`src/rtl/paralelo_serial_tx_pkg.sv`:
```
// Shared constants and types for the transmit lane serializer.
// The COM value is the same symbol the receive lane looks for.
package paralelo_serial_tx_pkg;

   localparam logic [7:0] COM_SYMBOL        = 8'hBC;
   localparam int         TRAIN_COM_DEFAULT = 4;

   typedef enum logic {
      TRAIN = 1'b0,
      RUN   = 1'b1
   } tx_state_e;

   // Decision taken at a byte boundary once the lane is carrying data or idle fill
   typedef struct packed {
      logic [7:0] byte_val;
      logic       take_hold;
      logic [1:0] idx_next;
      logic       wbusy_next;
   } byte_pick_t;

   // Byte idx of a word, byte 3 being bits 31:24
   function automatic logic [7:0] word_byte(input logic [31:0] w, input logic [1:0] idx);
      return w[{idx, 3'b000} +: 8];
   endfunction

endpackage

```
`src/rtl/paralelo_serial_tx_if.sv`:
```
// Word handshake between the striping logic (master) and one serializer lane (slave).
interface paralelo_serial_tx_if;

   logic [31:0] data_in;
   logic        valid_in;
   logic        ready_out;

   modport master (
      output data_in,
      output valid_in,
      input  ready_out
   );

   modport slave (
      input  data_in,
      input  valid_in,
      output ready_out
   );

endinterface

```
`src/rtl/paralelo_serial_tx.sv`:
```
// Transmit lane serializer: 32-bit words in, one MSB-first byte-framed bitstream out.
// After reset the lane sends TRAIN_COM COM symbols, then carries words, filling
// idle byte slots with COM. A one-word hold register lets the next word be
// queued while the current one is shifting, so back-to-back words leave with
// no COM between them.
module paralelo_serial_tx
   import paralelo_serial_tx_pkg::*;
#(
   parameter logic [7:0] COM       = COM_SYMBOL,
   parameter int         TRAIN_COM = TRAIN_COM_DEFAULT
) (
   input  logic                 clk_32f,
   input  logic                 reset,
   paralelo_serial_tx_if.slave  tx,
   output logic                 data_paralelo_serial,
   output logic                 active_paralelo_serial,
   output logic                 sym_start
);

   localparam logic [3:0] LAST_TRAIN = 4'(TRAIN_COM - 1);

   tx_state_e   state;
   logic [7:0]  sh;
   logic [2:0]  bit_cnt;
   logic [3:0]  com_cnt;
   logic [31:0] wbuf;
   logic [1:0]  byte_idx;
   logic        wbusy;
   logic [31:0] hbuf;
   logic        hfull;

   logic        boundary;
   logic        load_run;
   logic        accept;
   byte_pick_t  pick;

   assign boundary = (bit_cnt == 3'd7);

   // The boundary that ends training already loads its byte by the data rules
   assign load_run = boundary && ((state == RUN) || (com_cnt == LAST_TRAIN));

   // Accept only into an empty hold register, so accept and consume never coincide
   assign accept       = tx.valid_in && !hfull;
   assign tx.ready_out = !hfull;

   assign data_paralelo_serial = sh[7];
   assign sym_start            = (bit_cnt == 3'd0);

   // Choose the byte for the next slot: continue the current word, chain the held word
   // in on its last byte so there is no gap, start a held word, or send idle COM
   always_comb begin
      pick.byte_val   = COM;
      pick.take_hold  = 1'b0;
      pick.idx_next   = byte_idx;
      pick.wbusy_next = wbusy;
      if (wbusy) begin
         pick.byte_val = word_byte(wbuf, 2'd3 - byte_idx);
         if (byte_idx != 2'd3) begin
            pick.idx_next = byte_idx + 2'd1;
         end else if (hfull) begin
            pick.take_hold = 1'b1;
            pick.idx_next  = 2'd0;
         end else begin
            pick.wbusy_next = 1'b0;
         end
      end else if (hfull) begin
         pick.byte_val   = hbuf[31:24];
         pick.take_hold  = 1'b1;
         pick.idx_next   = 2'd1;
         pick.wbusy_next = 1'b1;
      end
   end

   // Shifter, training FSM, word buffer and hold register, all cleared by reset
   always_ff @(posedge clk_32f) begin
      if (reset) begin
         state                  <= TRAIN;
         sh                     <= COM;
         bit_cnt                <= 3'd0;
         com_cnt                <= 4'd0;
         active_paralelo_serial <= 1'b0;
         wbuf                   <= 32'd0;
         byte_idx               <= 2'd0;
         wbusy                  <= 1'b0;
         hbuf                   <= 32'd0;
         hfull                  <= 1'b0;
      end else begin
         if (!boundary) begin
            sh      <= {sh[6:0], 1'b0};
            bit_cnt <= bit_cnt + 3'd1;
         end else begin
            bit_cnt <= 3'd0;
            if (load_run) begin
               sh       <= pick.byte_val;
               byte_idx <= pick.idx_next;
               wbusy    <= pick.wbusy_next;
               if (pick.take_hold) begin
                  wbuf <= hbuf;
               end
            end else begin
               sh <= COM;
            end
            case (state)
               TRAIN: begin
                  com_cnt <= com_cnt + 4'd1;
                  if (com_cnt == LAST_TRAIN) begin
                     state                  <= RUN;
                     active_paralelo_serial <= 1'b1;
                  end
               end
               RUN: begin
                  state <= RUN;
               end
               default: begin
                  state <= TRAIN;
               end
            endcase
         end
         if (accept) begin
            hbuf  <= tx.data_in;
            hfull <= 1'b1;
         end else if (load_run && pick.take_hold) begin
            hfull <= 1'b0;
         end
      end
   end

endmodule

```
`src/flat_wrapper.sv`:
```
// flat-port wrapper written by rule: the top's interface ports become plain ports
module paralelo_serial_tx_flat import paralelo_serial_tx_pkg::*;
#(
   parameter logic [7:0] COM       = COM_SYMBOL,
   parameter int         TRAIN_COM = TRAIN_COM_DEFAULT
)
  (clk_32f, reset, data_paralelo_serial, active_paralelo_serial, sym_start, tx_data_in, tx_valid_in, tx_ready_out);
  paralelo_serial_tx_if tx_i ();
  input  logic clk_32f;
  input  logic reset;
  output logic data_paralelo_serial;
  output logic active_paralelo_serial;
  output logic sym_start;
  input wire logic [$bits(tx_i.data_in)-1:0] tx_data_in;
  input wire logic [$bits(tx_i.valid_in)-1:0] tx_valid_in;
  output wire logic [$bits(tx_i.ready_out)-1:0] tx_ready_out;
  assign tx_i.data_in = tx_data_in;
  assign tx_i.valid_in = tx_valid_in;
  assign tx_ready_out = tx_i.ready_out;
  paralelo_serial_tx #(.COM(COM), .TRAIN_COM(TRAIN_COM)) u_core (.clk_32f(clk_32f), .reset(reset), .tx(tx_i), .data_paralelo_serial(data_paralelo_serial), .active_paralelo_serial(active_paralelo_serial), .sym_start(sym_start));
endmodule
```
`config.mk`:
```
export PLATFORM = sky130hd
export DESIGN_NAME = paralelo_serial_tx_flat
export DESIGN_NICKNAME = d
export VERILOG_FILES = /design/src/rtl/paralelo_serial_tx_pkg.sv /design/src/rtl/paralelo_serial_tx_if.sv /design/src/rtl/paralelo_serial_tx.sv /design/src/flat_wrapper.sv
export SDC_FILE = /design/constraint.sdc
export NUM_CORES = 1
export LEC_CHECK = 0
export BUFFER_PORTS_ARGS = -buffer_cell sky130_fd_sc_hd__buf_2
export CORE_ASPECT_RATIO = 1.5
export CORE_UTILIZATION = 40
export DETAILED_ROUTE_END_ITERATION = 10
export PLACE_DENSITY_LB_ADDON = 0.25
export SETUP_SLACK_MARGIN = 0.3
export SLEW_MARGIN = 10
export SYNTH_ARGS = -nofsm -noshare
export SYNTH_HDL_FRONTEND = slang
export SYNTH_SLANG_ARGS = --single-unit
```
`constraint.sdc`:
```
create_clock -name clk_32f -period 2.2 [get_ports clk_32f]
set_clock_uncertainty 0.15 [all_clocks]
set_input_delay 0.33 -clock clk_32f [delete_from_list [all_inputs] [get_ports clk_32f]]
set_output_delay 0.33 -clock clk_32f [all_outputs]
set_load 0.01 [all_outputs]
```
==> impl_metrics.ini <==
[yosys]
async_reset_ff_frac = 0
yosysWarnings = 0
synthTopCellsByCount = 142 x nand2_1, 85 x dfxtp_1, 84 x a21oi_1, 20 x nor2_1, 17 x clkbuf_1
syn_avg_cell_area_um2 = 8.19
synthesis.nets = 448
synth_cell_type_count = 30
synth_most_common_cell = nand2_1
synthFlopType = dfxtp_1
synth_area_leaders = dfxtp_1 51%, nand2_1 16%, a21oi_1 13%
syn_area_um2 = 3340
synthCells = 408
synth_edf_count = 0
synth_top_area_share = 0.509
synth-seq-cells = 85
yosysTopAreaCell = dfxtp_1
ys_seq_area_frac = 0.509

[detailed_routing]
routed_wl_um = 7360
drc = 0
drtIter0Drc = 124
ant_nets = 0
wl_per_cell_um = 13.3
vias = 2760
dr.pass1.iters = 4
avgViaCountPerCell = 5.00

[final_layout]
layout-drive-gt1-share = 0.181
antenna_cells = 0
syn_to_final_growth_pct = 18.3
final_nets = 484
final_util = 0.491

[sta]
clock.fmax_mhz = 559
hold_viol = 0
slew_viol_final = 0
grt_setup_unrepaired = false
period_minus_slack_ps = 1790
period_share = 0.813
final.setup.tns_ps = 0
max_slew_margin = 0.766
setup_violations = 0
worst_pin_slew_ps = 351

[worst_setup_path]
crit_buf_inv = 1
rrSetupSlack_ps = 410
worstPathMaxFanout = 16
arrival_ps = 1900
regToRegStartpoint = u_core.com_cnt[1]
crit_cells = 6
crit_required_ps = 2310
crit_start = u_core.com_cnt[1]
worst-setup-path-type = flop to flop
r2r_end = u_core.wbuf[28]
rr_worst_depth = 6
cp_top_family = compound AO/OA/AOI/OAI gates
worst_setup_path_end_kind = flop
crit_end = u_core.wbuf[28]
slowest_stage = dfxtp_1
cp-start-kind = flop
worstPathCellList = ha_2, nor3b_4, o2111a_2, clkbuf_16, nand2_1, a21oi_1
slowest_delay_ps = 360

[floorplanning]
start_util = 0.415
core.rowCount = 40
die_y_um = 114
die_w_um = 76.6
coreArea_um2 = 8060
io_pins = 39
dieArea_um2 = 8730

[placed_design]
place_hpwl_um = 4980
place_congestion = 0.742
io_buffers = 38

[clock_network]
clock-root-buffer = clkbuf_16
clk_latency_ps = 340
cts_sinks = 85
cts.clk_slew.worst_paths_ps = 60
cts_tree = yes
htree_levels = 3
cts_hold_buf = 0
cts.path.max_buffers = 2
numCtsBuffers = 9

[power]
p_total_mw = 3.18
switching_share = 0.220
p_sw_mw = 0.699
p_comb_frac = 0.062
p_int_mw = 2.48
power_leakage_nw = 1.48
power_frac_seq = 0.508
pwr_density_cell_nw_per_um2 = 804
ir_drop_uv = 405
p_clk_frac = 0.430

[grt]
grt_max_degree = 34
antenna_found_initial = 0
track_usage = 0.183
grt_pass1_wl_um = 12200
overflow = 0
grt_pass1_vias = 2689

[min_path]
hp-class = input pin to flop

[run]
drv_cap = 0

[status]
outcome = complete, no violations
## power groups by stage
stage / Clock, mW / Combinational [mW] / Sequential [mW]
3_5_place_dp: 0 / 0.198 / 1.65
4_1_cts: 1.41 / 0.199 / 1.62
6_report: 1.37 / 0.196 / 1.62
5_1_grt: 1.47 / 0.224 / 1.62
3_3_place_gp: 0 / 0.194 / 1.65
2_1_floorplan: 0 / 0.126 / 1.64
## worst register-to-register path, delay by kind of cell, from the launching register on
kind / cells / cell delay, ps
AOI/OAI and AO/OA: 2 / 450
adders and majority gates: 1 / 210
buffers and inverters: 1 / 200
DFF: 1 / 360
and+or+nand+nor: 2 / 350
## layer usage
layer,part of all wire,wire [um],global-route usage
met1,0.40,2910,0.193
met2,0.55,4050,0.338
met3,0.034,251,0.0464
met4,0.020,144,0.0885
met5,0,0,0
## state kept, by name, indices dropped and copies added, names as in the netlist
name and flops:
u_core.wbuf 32, u_core.state 1, u_core.hfull 1, u_core.active_paralelo_serial 1
u_core.hbuf 32, u_core.byte_idx 2, u_core.bit_cnt 3, u_core.sh 8
u_core.wbusy 1, u_core.com_cnt 4
## cell usage in the layout, fill, tap and decap left out, drive strengths merged, types with 3 or more instances in the layout
| master | instances |
|---|---|
| nand2 | 142 |
| dfxtp | 85 |
| a21oi | 84 |
| buf | 51 |
| nor2 | 20 |
| clkbuf | 13 |
| mux4 | 8 |
| inv | 8 |
| ha | 5 |
| o21ai | 4 |
| nor2b | 4 |
| or2 | 3 |
## cells by family after synthesis
group                      share of synthesized area
DFF                                            0.509
xor gates and xnor gates                     0.00786
adders and majority gates                     0.0187
and+or+nand+nor                                0.214
AOI/OAI and AO/OA                              0.148
buffers and inverters                         0.0453
muxes                                         0.0569
## metrics by stage
stage / hold slack (ps) / area (um2) / std cells / worst slack [ps]
2_1_floorplan: 257 / 3340 / 408 / 636
3_3_place_gp: 278 / 3650 / 536 / 479
3_5_place_dp: 285 / 3650 / 536 / 454
4_1_cts: 61.3 / 3910 / 550 / 436
5_1_grt: 75.6 / 3950 / 552 / 311
6_report: 78.8 / 3950 / 552 / 412
## what timing repair did
action | in CTS | in global routing
endpoints found under the setup margin | 0 | 7
gates resized for setup | 0 | 3
setup buffers | 0 | 1
## worst min-delay path by stage
| stage | startpoint | to | slack (ps) | depth (start not counted) |
|---|---|---|---|---|
| 2_1_floorplan | u_core.sh[0] | u_core.sh[1] | 260 | 2 |
| 3_3_place_gp | u_core.sh[5] | u_core.sh[6] | 280 | 2 |
| 3_5_place_dp | u_core.sh[5] | u_core.sh[6] | 290 | 2 |
| 4_1_cts | tx_data_in[7] | u_core.hbuf[7] | 60 | 3 |
| 5_1_grt | tx_data_in[16] | u_core.hbuf[16] | 80 | 3 |
| 6_report | tx_data_in[7] | u_core.hbuf[7] | 80 | 3 |
## final cells by class
class / instances / area, um2
repair buffers: 52 / 325
multi-input cells: 288 / 1500
well taps: 105 / 131
clock inverters: 2 / 10.0
flip-flops and latches: 85 / 1700
inverters: 8 / 30.0
clock buffers: 12 / 256
fillers: 823 / 4110
(Power assumes the default switching activity.)
